### src/rtl/id_ex_stage_reg.sv
// id_ex_stage_reg: ID/EX pipeline register with immediate extension, WB bypass, flush/stall and bubble counter.
module id_ex_stage_reg #(
  parameter int DATA_W  = 32,
  parameter int REG_AW  = 5,
  parameter int ALUOP_W = 4,
  parameter int CNT_W   = 16
) (
  input  logic               i_clk,
  input  logic               i_rst_n,
  input  logic               i_stall,
  input  logic               i_flush,
  input  logic               i_valid,
  input  logic [31:0]        i_pc_plus4,
  input  logic [DATA_W-1:0]  i_rd1,
  input  logic [DATA_W-1:0]  i_rd2,
  input  logic [15:0]        i_imm16,
  input  logic [1:0]         i_ext_sel,
  input  logic [REG_AW-1:0]  i_rs,
  input  logic [REG_AW-1:0]  i_rt,
  input  logic [REG_AW-1:0]  i_rd,
  input  logic               i_reg_write,
  input  logic               i_mem_read,
  input  logic               i_mem_write,
  input  logic               i_mem_to_reg,
  input  logic               i_alu_src,
  input  logic               i_reg_dst,
  input  logic [ALUOP_W-1:0] i_alu_op,
  input  logic               i_wb_reg_write,
  input  logic [REG_AW-1:0]  i_wb_write_reg,
  input  logic [DATA_W-1:0]  i_wb_write_data,
  output logic               o_valid,
  output logic [31:0]        o_pc_plus4,
  output logic [DATA_W-1:0]  o_rd1,
  output logic [DATA_W-1:0]  o_rd2,
  output logic [DATA_W-1:0]  o_imm,
  output logic [REG_AW-1:0]  o_rs,
  output logic [REG_AW-1:0]  o_rt,
  output logic [REG_AW-1:0]  o_rd,
  output logic               o_reg_write,
  output logic               o_mem_read,
  output logic               o_mem_write,
  output logic               o_mem_to_reg,
  output logic               o_alu_src,
  output logic               o_reg_dst,
  output logic [ALUOP_W-1:0] o_alu_op,
  output logic [CNT_W-1:0]   o_bubble_count
);
  logic [DATA_W-1:0] w_imm;
  logic              w_byp1;
  logic              w_byp2;
  always_comb begin
    w_imm = i_ext_sel == 2'b01 ? {{(DATA_W-16){i_imm16[15]}}, i_imm16} :
            i_ext_sel == 2'b10 ? {i_imm16, {(DATA_W-16){1'b0}}} :
                                 {{(DATA_W-16){1'b0}}, i_imm16};
    w_byp1 = i_wb_reg_write && i_wb_write_reg != '0 && i_wb_write_reg == i_rs;
    w_byp2 = i_wb_reg_write && i_wb_write_reg != '0 && i_wb_write_reg == i_rt;
  end
  always_ff @(posedge i_clk) begin
    if (!i_rst_n || i_flush) begin
      o_valid      <= 1'b0;
      o_pc_plus4   <= '0;
      o_rd1        <= '0;
      o_rd2        <= '0;
      o_imm        <= '0;
      o_rs         <= '0;
      o_rt         <= '0;
      o_rd         <= '0;
      o_reg_write  <= 1'b0;
      o_mem_read   <= 1'b0;
      o_mem_write  <= 1'b0;
      o_mem_to_reg <= 1'b0;
      o_alu_src    <= 1'b0;
      o_reg_dst    <= 1'b0;
      o_alu_op     <= '0;
    end else if (!i_stall) begin
      o_valid      <= i_valid;
      o_pc_plus4   <= i_pc_plus4;
      o_rd1        <= w_byp1 ? i_wb_write_data : i_rd1;
      o_rd2        <= w_byp2 ? i_wb_write_data : i_rd2;
      o_imm        <= w_imm;
      o_rs         <= i_rs;
      o_rt         <= i_rt;
      o_rd         <= i_rd;
      o_reg_write  <= i_valid & i_reg_write;
      o_mem_read   <= i_valid & i_mem_read;
      o_mem_write  <= i_valid & i_mem_write;
      o_mem_to_reg <= i_valid & i_mem_to_reg;
      o_alu_src    <= i_valid & i_alu_src;
      o_reg_dst    <= i_valid & i_reg_dst;
      o_alu_op     <= i_valid ? i_alu_op : '0;
    end
  end
  // Saturating: stops at all-ones instead of wrapping.
  always_ff @(posedge i_clk) begin
    if (!i_rst_n) o_bubble_count <= '0;
    else if (i_flush) o_bubble_count <= o_bubble_count + CNT_W'(o_bubble_count != '1);
  end
endmodule

### config.mk
export PLATFORM = sky130hd
export DESIGN_NAME = id_ex_stage_reg
export DESIGN_NICKNAME = d
export VERILOG_FILES = /design/src/rtl/id_ex_stage_reg.sv
export SDC_FILE = /design/constraint.sdc
export NUM_CORES = 1
export LEC_CHECK = 0
export CAP_MARGIN = 20
export CORE_MARGIN = 2
export CORE_UTILIZATION = 42
export DETAILED_ROUTE_END_ITERATION = 10
export GPL_TIMING_DRIVEN = 0
export PLACE_DENSITY_LB_ADDON = 0.05
export SYNTH_ARGS = -nofsm -noshare
export SYNTH_HDL_FRONTEND = slang
export SYNTH_SLANG_ARGS = --single-unit
### constraint.sdc
create_clock -name i_clk -period 3.3 [get_ports i_clk]
set_input_delay 0.33 -clock i_clk [delete_from_list [all_inputs] [get_ports i_clk]]
set_output_delay 0.33 -clock i_clk [all_outputs]
set_load 0.01 [all_outputs]
-- Yosys cells after proc, flatten, opt, wreduce, memory -nomap -nowiden
Index checks and enable logic that the tools add are counted.
- register bits after elaboration: 170
- input bits: 182
- logic and storage cells: 39
- add/subtract/negate cells: 1
- equality and inequality tests: 5
- mux-type cells: 5
- bitwise gates (word level): 6
- reduce and logical (&&, ||, !) cells: 6
- operators with widths (operator ; count):
    $mux 32 ; 4
    $add 16x1->16 ; 1
    $ne 16x16->1 const B ; 1
    $eq 5x5->1 ; 2
    $and 1x1->1 ; 6
    $reduce_bool 5->1 ; 1
    $mux 4 ; 1
    $logic_and 1x1->1 ; 3
    $eq 2x1->1 const B ; 1
    $eq 2x2->1 const B ; 1
    $logic_not 1->1 ; 1
    $logic_or 1x1->1 ; 1

-- Depth between registers and ports, before layout
Gate-level depths: netlist of run 1.
- depth after elaboration: 4
- gate-level depth with buffers: 9
- depth with buffers taken out: 9

-- Worst setup path after synthesis of run 1
OpenSTA, ideal clock, no wires.
- path kind: register -> register
- start point: register o_bubble_count[6]
- end point: register o_bubble_count[12]
- setup time: 0.070 ns
- arrival time: 2.319 ns
- data required time: 3.230 ns
- setup slack: 0.911 ns
- cell stages (with the launch flop): 10
- path buffers: 0
- period minus slack after synthesis: 2.389 ns
- cells stage by stage: dfxtp_1 -> and4_1 -> nand2_1 -> or4_1 -> ha_1 -> ha_1 -> nand3_1 -> nor2_1 -> a31o_2 -> a21oi_1
- word-level cells in the longest chain between the ends: 2
- RTL lines (item ; line ; text):
    from (decl) ; 46 ; output logic [CNT_W-1:0] o_bubble_count
    from (signal assigned) ; 96 ; else if (i_flush) o_bubble_count <= o_bubble_count + CNT_W'(o_bubble_count != '1);
    $ne 16x16->1 ; 96 ;
    $add 16x1->16 (*) ; 96 ;
Mark *: on every way between the ends. The rest lies on a longest branch, timed or not.
A chain may end at the register's enable or synchronous reset.

-- Final worst setup path of run 1
Ends and elaborated chain as after synthesis.

==> flow_metrics.py, run 1 <==
metrics = {
    "grt": {
        "grt_max_degree": 17,
        "grt_pass1_vias": 7761,
        "grt_pass1_wl_mm": 42.9,
        "grt_overflow": 0,
        "antenna_found_initial": 1,
        "grtUsageTotal_pct": 28.2,
    },
    "synth": {
        "yosysTopAreaCell": "dfxtp_1",
        "synth-xor-area-share_pct": 2.42,
        "avgSynthCellArea_um2": 9.36,
        "synth-seq-area-share_pct": 44.8,
        "synth_area_um2": 7590,
        "synth_edf_count": 0,
        "synth-simple-area-share_pct": 10.3,
        "synthAdderAreaFrac_pct": 0.495,
        "synth_area_leaders": "dfxtp_1, a41oi_1, mux2i_1, o31ai_1, a221oi_1",
        "postSynth.asyncResetShare_pct": 0,
        "syn_nets": 996,
        "yosysWarnings": 0,
        "synth_top_cell_area_share_pct": 44.8,
        "synth_mux_area_share_pct": 6.46,
        "ys_types": 40,
        "synth_compound_area_share_pct": 27.5,
        "syn_inst": 811,
        "synth_top_family_by_area": "compound AO/OA/AOI/OAI gates",
        "synth-seq-cells": 170,
        "synth_flop_cell": "dfxtp_1",
    },
    "finish": {
        "drive_gt1_share_pct": 5.20,
        "fin_nets": 1364,
        "synthToLayoutAreaGrowth_pct": 57.8,
        "fill_cells": 1505,
    },
    "sta": {
        "timing.final.max_slew_violations": 0,
        "finalSetupTns_ps": 0,
        "hold_viol": 0,
        "fin_crit_ps": 2610,
        "worst_pin_slew_ps": 840,
        "finClkSkew_ps": 4.35,
        "slew_headroom_pct": 44.0,
        "setup_viol": 0,
        "rsz0062_at_grt": "no",
        "period_share_pct": 79.2,
        "max_freq_mhz": 383,
    },
    "critical_path": {
        "worstSetupEndpointType": "flop",
        "worstPathRequired_ps": 3670,
        "critPathArrivalTime_ps": 2980,
        "setup.worst_path.class": "reg2reg",
        "cp-start-kind": "flop",
        "crit_fanout": 7,
    },
    "clocking": {
        "hold_buffers": 0,
        "clockBufferDepth": 2,
        "htreeDepth": 4,
        "cts_tree": "built",
        "clockRootBuffer": "clkbuf_16",
        "clock_sinks": 170,
        "clock_latency_ps": 430,
        "post_cts_buffers": 0,
        "ctsResizeCount": 0,
        "numCtsBuffers": 17,
        "clkTransAtPathRegs_ps": 70,
    },
    "pwr": {
        "leakagePower_nw": 4.21,
        "ir_worst_vdd_uv": 381,
        "power_density_nw_per_um2": 429,
        "total_power_mw": 5.13,
    },
    "routing": {
        "drc_errors": 0,
        "drtPass1Iterations": 5,
        "final_antenna_net_count": 0,
        "vias": 7887,
        "wire_per_inst_um": 19.7,
        "drtIter0Drc": 485,
        "via_per_inst": 5.55,
        "drt_wl_total_mm": 28.0,
    },
    "place": {
        "dp_hpwl_mm": 21.3,
        "portBuffers": 349,
        "gp_congestion": 0.864,
    },
    "min_path": {
        "min_path_type": "in2reg",
    },
    "floorplanning": {
        "die-area_um2": 19200,
        "floorplan.rows": 49,
        "start_util_pct": 42.5,
        "fp.coreArea_um2": 17800,
        "ios": 352,
        "die_w_um": 138,
        "die_h_um": 138,
    },
    "flow_run": {
        "drv_cap": 0,
    },
    "run_status": {
        "outcome": "complete, no violations",
    },
}
[per-layer routing]
| metal | GRT usage [%] | share of wire (%) | routed length (um) | vias up |
|---|---|---|---|---|
| li1 | - | - | - | 3785 |
| met3 | 10.3 | 10 | 2910 | 58 |
| met1 | 33.5 | 40 | 11100 | 3690 |
| met5 | 0 | 0 | 0 | - |
| met4 | 10.2 | 3.0 | 841 | 0 |
| met2 | 46.8 | 47 | 13200 | 354 |
[layout by cell type, fill, tap and decap left out, types with 6 or more instances in the layout]
cell               n
a211oi_1          11
a21oi_1           22
a221oi_1          48
a22oi_1           40
a41oi_1           64
and3_1             7
buf_2             13
clkbuf_1          67
clkbuf_16         17
clkdlybuf4s50_1  349
dfxtp_1          170
inv_1             56
mux2i_1           49
nand2_1            8
nand3_1            6
nand4_1            7
nor2_1            88
nor2b_1           28
o31ai_1           65
xnor2_1           10
xor2_1            11
[cells in the mapped netlist (all sizes together), types with 3 or more instances]
master and n:
a211oi 11, a21oi 22, a221oi 53, a22oi 40
a41oi 64, and3 7, buf 24, clkbuf 67
dfxtp 170, ha 3, inv 56, mux2i 49
nand2 8, nand3 6, nand4 7, nor2 88
nor2b 28, o31ai 65, or4 3, xnor2 10
xor2 11
[report_power, final]
group | internal [mW] | total, mW | switching, mW
Sequential | 2.12 | 2.16 | 0.0387
Clock | 1.16 | 2.07 | 0.915
Combinational | 0.455 | 0.904 | 0.449
Total | 3.73 | 5.13 | 1.40
[layout make-up]
type / count / area, um2 / area share [%]
diodes: 1 / 2.50 / 0.0209
plain buffers: 91 / 399 / 3.33
clock buffers: 18 / 439 / 3.67
clock inverters: 14 / 163 / 1.36
inverters: 56 / 210 / 1.76
multi-input cells: 494 / 3580 / 29.9
flip-flops and latches: 170 / 3400 / 28.4
well taps: 229 / 287 / 2.39
repair buffers: 349 / 3490 / 29.2
[worst max-delay path, stage by stage (launching register included)]
cell and delay [ps]:
dfxtp_1 440, and4_1 280, nand2_1 120, or4_1 570, ha_1 240, ha_1 220, nand3_1 170, nor2_1 130
a31o_2 260, a21oi_1 110
[cell families (layout without fill, tap and decap cells)]
family / Yosys count / in the layout
mux: 49 / 49
simple gates: 161 / 161
other cells: 0 / 1
buf+inv: 147 / 528
fa+ha+maj: 3 / 3
flops: 170 / 170
xor+xnor: 21 / 21
compound gates: 260 / 260
[through the flow]
stage               hold slack (ps)  cells  worst slack, ps  area, um2  util, %
detailed placement              456   1389              665      11400     63.7
finish                          257   1422              688      12000     67.1
global route                    264   1421              437      12000     67.1
global placement                448   1389              694      11400     63.7
CTS                             244   1421              697      12000     67.1
floorplan                       474    811              911       7590        -
[path summary, 6_finish.rpt]
path	start	to	slack [ps]	cells past startpoint
worst min-delay path	i_flush	o_bubble_count[0]	260	3
worst max-delay path	o_bubble_count[6]	o_bubble_count[12]	690	9
worst min register to register	o_imm[31]	o_imm[31]	470	2
worst max register to register	o_bubble_count[6]	o_bubble_count[12]	690	9
No activity file was read; power rests on OpenSTA's default activity.
==> run 2, diff against run 1 <==
--- a/config.mk
+++ b/config.mk
@@ -7,7 +7,7 @@
 export LEC_CHECK = 0
 export CAP_MARGIN = 20
 export CORE_MARGIN = 2
-export CORE_UTILIZATION = 42
+export CORE_UTILIZATION = 38
 export DETAILED_ROUTE_END_ITERATION = 10
 export GPL_TIMING_DRIVEN = 0
 export PLACE_DENSITY_LB_ADDON = 0.05
==> constraint.sdc (replaced) <==
create_clock -name i_clk -period 2.35 [get_ports i_clk]
set_input_delay 0.235 -clock i_clk [delete_from_list [all_inputs] [get_ports i_clk]]
set_output_delay 0.235 -clock i_clk [all_outputs]
set_load 0.01 [all_outputs]
==> flow_metrics.py, run 2 (synthesis results as in run 1) <==
metrics = {
    "clocking": {
        "hold_buffers": 0,
        "htreeDepth": 4,
        "clkTransAtPathRegs_ps": 70,
        "clockBufferDepth": 2,
        "clock_sinks": 170,
        "cts_tree": "built",
        "clock_latency_ps": 430,
        "numCtsBuffers": 17,
        "post_cts_buffers": 0,
        "clockRootBuffer": "clkbuf_16",
    },
    "floorplanning": {
        "die_w_um": 145,
        "die_h_um": 145,
        "start_util_pct": 38.9,
        "floorplan.rows": 51,
        "die-area_um2": 21100,
        "ios": 352,
        "fp.coreArea_um2": 19500,
    },
    "critical_path": {
        "worstPathRequired_ps": 2720,
        "worstSetupEndpointType": "flop",
        "setup.worst_path.class": "reg2reg",
        "cp-start-kind": "flop",
        "critPathArrivalTime_ps": 2620,
        "crit_fanout": 5,
    },
    "grt": {
        "grt_overflow": 0,
        "grt_pass1_wl_mm": 44.4,
        "grt_pass1_vias": 7830,
        "grt_max_degree": 17,
        "grtUsageTotal_pct": 26.5,
        "antenna_found_initial": 1,
    },
    "finish": {
        "fill_cells": 1738,
        "final_common_cell": "clkdlybuf4s50_1",
        "multiInputGateArea_um2": 3620,
        "finalInstanceArea_um2": 12000,
        "drive_gt1_share_pct": 6.21,
        "fin_util_pct": 61.7,
        "layout_common_cells": "clkdlybuf4s50_1, dfxtp_1, nor2_1",
        "fin_nets": 1364,
        "synthToLayoutAreaGrowth_pct": 58.6,
        "seq_area_um2": 3410,
    },
    "pwr": {
        "ir_worst_vdd_uv": 520,
        "netSwitchingFraction_pct": 28.0,
        "seqPwrFrac_pct": 42.8,
        "total_power_mw": 7.09,
        "pwr-share-comb_pct": 18.1,
        "power_density_nw_per_um2": 589,
        "clock_power_share_pct": 39.2,
        "leakagePower_nw": 4.20,
        "p_int_mw": 5.10,
        "p_switching_mw": 1.98,
    },
    "place": {
        "place_area_um2": 11400,
        "dp_hpwl_mm": 21.8,
        "portBuffers": 349,
        "gp_congestion": 0.855,
    },
    "sta": {
        "max_freq_mhz": 445,
        "period_share_pct": 95.6,
        "hold_viol": 0,
        "rsz0062_at_grt": "no",
        "timing.final.max_slew_violations": 0,
        "fin_crit_ps": 2250,
        "finClkSkew_ps": 6.78,
        "slew_headroom_pct": 51.1,
        "worst_pin_slew_ps": 733,
        "finalSetupTns_ps": 0,
        "setup_viol": 0,
    },
    "flow_run": {
        "drv_cap": 0,
    },
    "min_path": {
        "min_path_type": "in2reg",
    },
    "routing": {
        "drt_wl_total_mm": 28.8,
        "final_antenna_net_count": 0,
        "drtPass1Iterations": 6,
        "drc_errors": 0,
        "wire_per_inst_um": 19.8,
        "drtIter0Drc": 427,
        "vias": 7953,
        "via_per_inst": 5.45,
    },
    "run_status": {
        "outcome": "complete, no violations",
    },
}
[run 2: cell count changes in the layout (fill, tap and decap cells not counted), sizes merged]
cell,change
bufinv,-1
inv,+2
clkinvlp,-1
[run 2: worst paths after layout]
kind | from | depth (start not counted) | slack [ps] | end
worst max register to register | o_bubble_count[10] | 9 | 100 | o_bubble_count[12]
worst max-delay path | o_bubble_count[10] | 9 | 100 | o_bubble_count[12]
worst min register to register | o_rd2[17] | 2 | 470 | o_rd2[17]
worst min-delay path | i_flush | 3 | 190 | o_bubble_count[0]
[run 2: routing by layer]
metal,global-route usage [%],share of wire (%)
met1,32.6,42
met2,43.9,47
met3,8.71,9.0
met4,9.07,2.4
met5,0,0
[run 2: worst max-delay path, stage by stage, from the launching register on]
cell,delay [ps]
dfxtp_1,410
and3_1,230
nand2_2,90
or4_4,550
ha_2,220
ha_4,180
nand3_4,90
nor2_4,60
a31o_2,240
a21oi_1,110
[run 2: stage by stage]
step	hold WS, ps	std cells	setup WS [ps]
finish	191	1458	103
global route	216	1458	6.76
CTS	180	1457	25.4
detailed placement	459	1425	-282
global placement	449	1425	-222
floorplan	379	811	8.00
[run 2: layout make-up]
| class | count | area share, % |
|---|---|---|
| flip-flops and latches | 170 | 28.3 |
| well taps | 265 | 2.75 |
| plain buffers | 91 | 3.32 |
| clock buffers | 18 | 3.56 |
| repair buffers | 349 | 29.0 |
| inverters | 56 | 1.75 |
| multi-input cells | 494 | 30.1 |
| clock inverters | 14 | 1.13 |
| diodes | 1 | 0.0208 |
[run 2: timing repair]
action                     4_1_cts  5_1_grt
gates resized for setup         10        4
pin swaps                        1        1
setup endpoints to repair        5        8
[run 2: power groups by stage]
stage	registers [mW]	clock network, mW	logic [mW]
2_1_floorplan	3.13	0	0.518
3_3_place_gp	3.09	0	1.26
3_5_place_dp	3.09	0	1.26
4_1_cts	3.03	2.82	1.27
5_1_grt	3.04	2.94	1.37
6_report	3.03	2.78	1.28
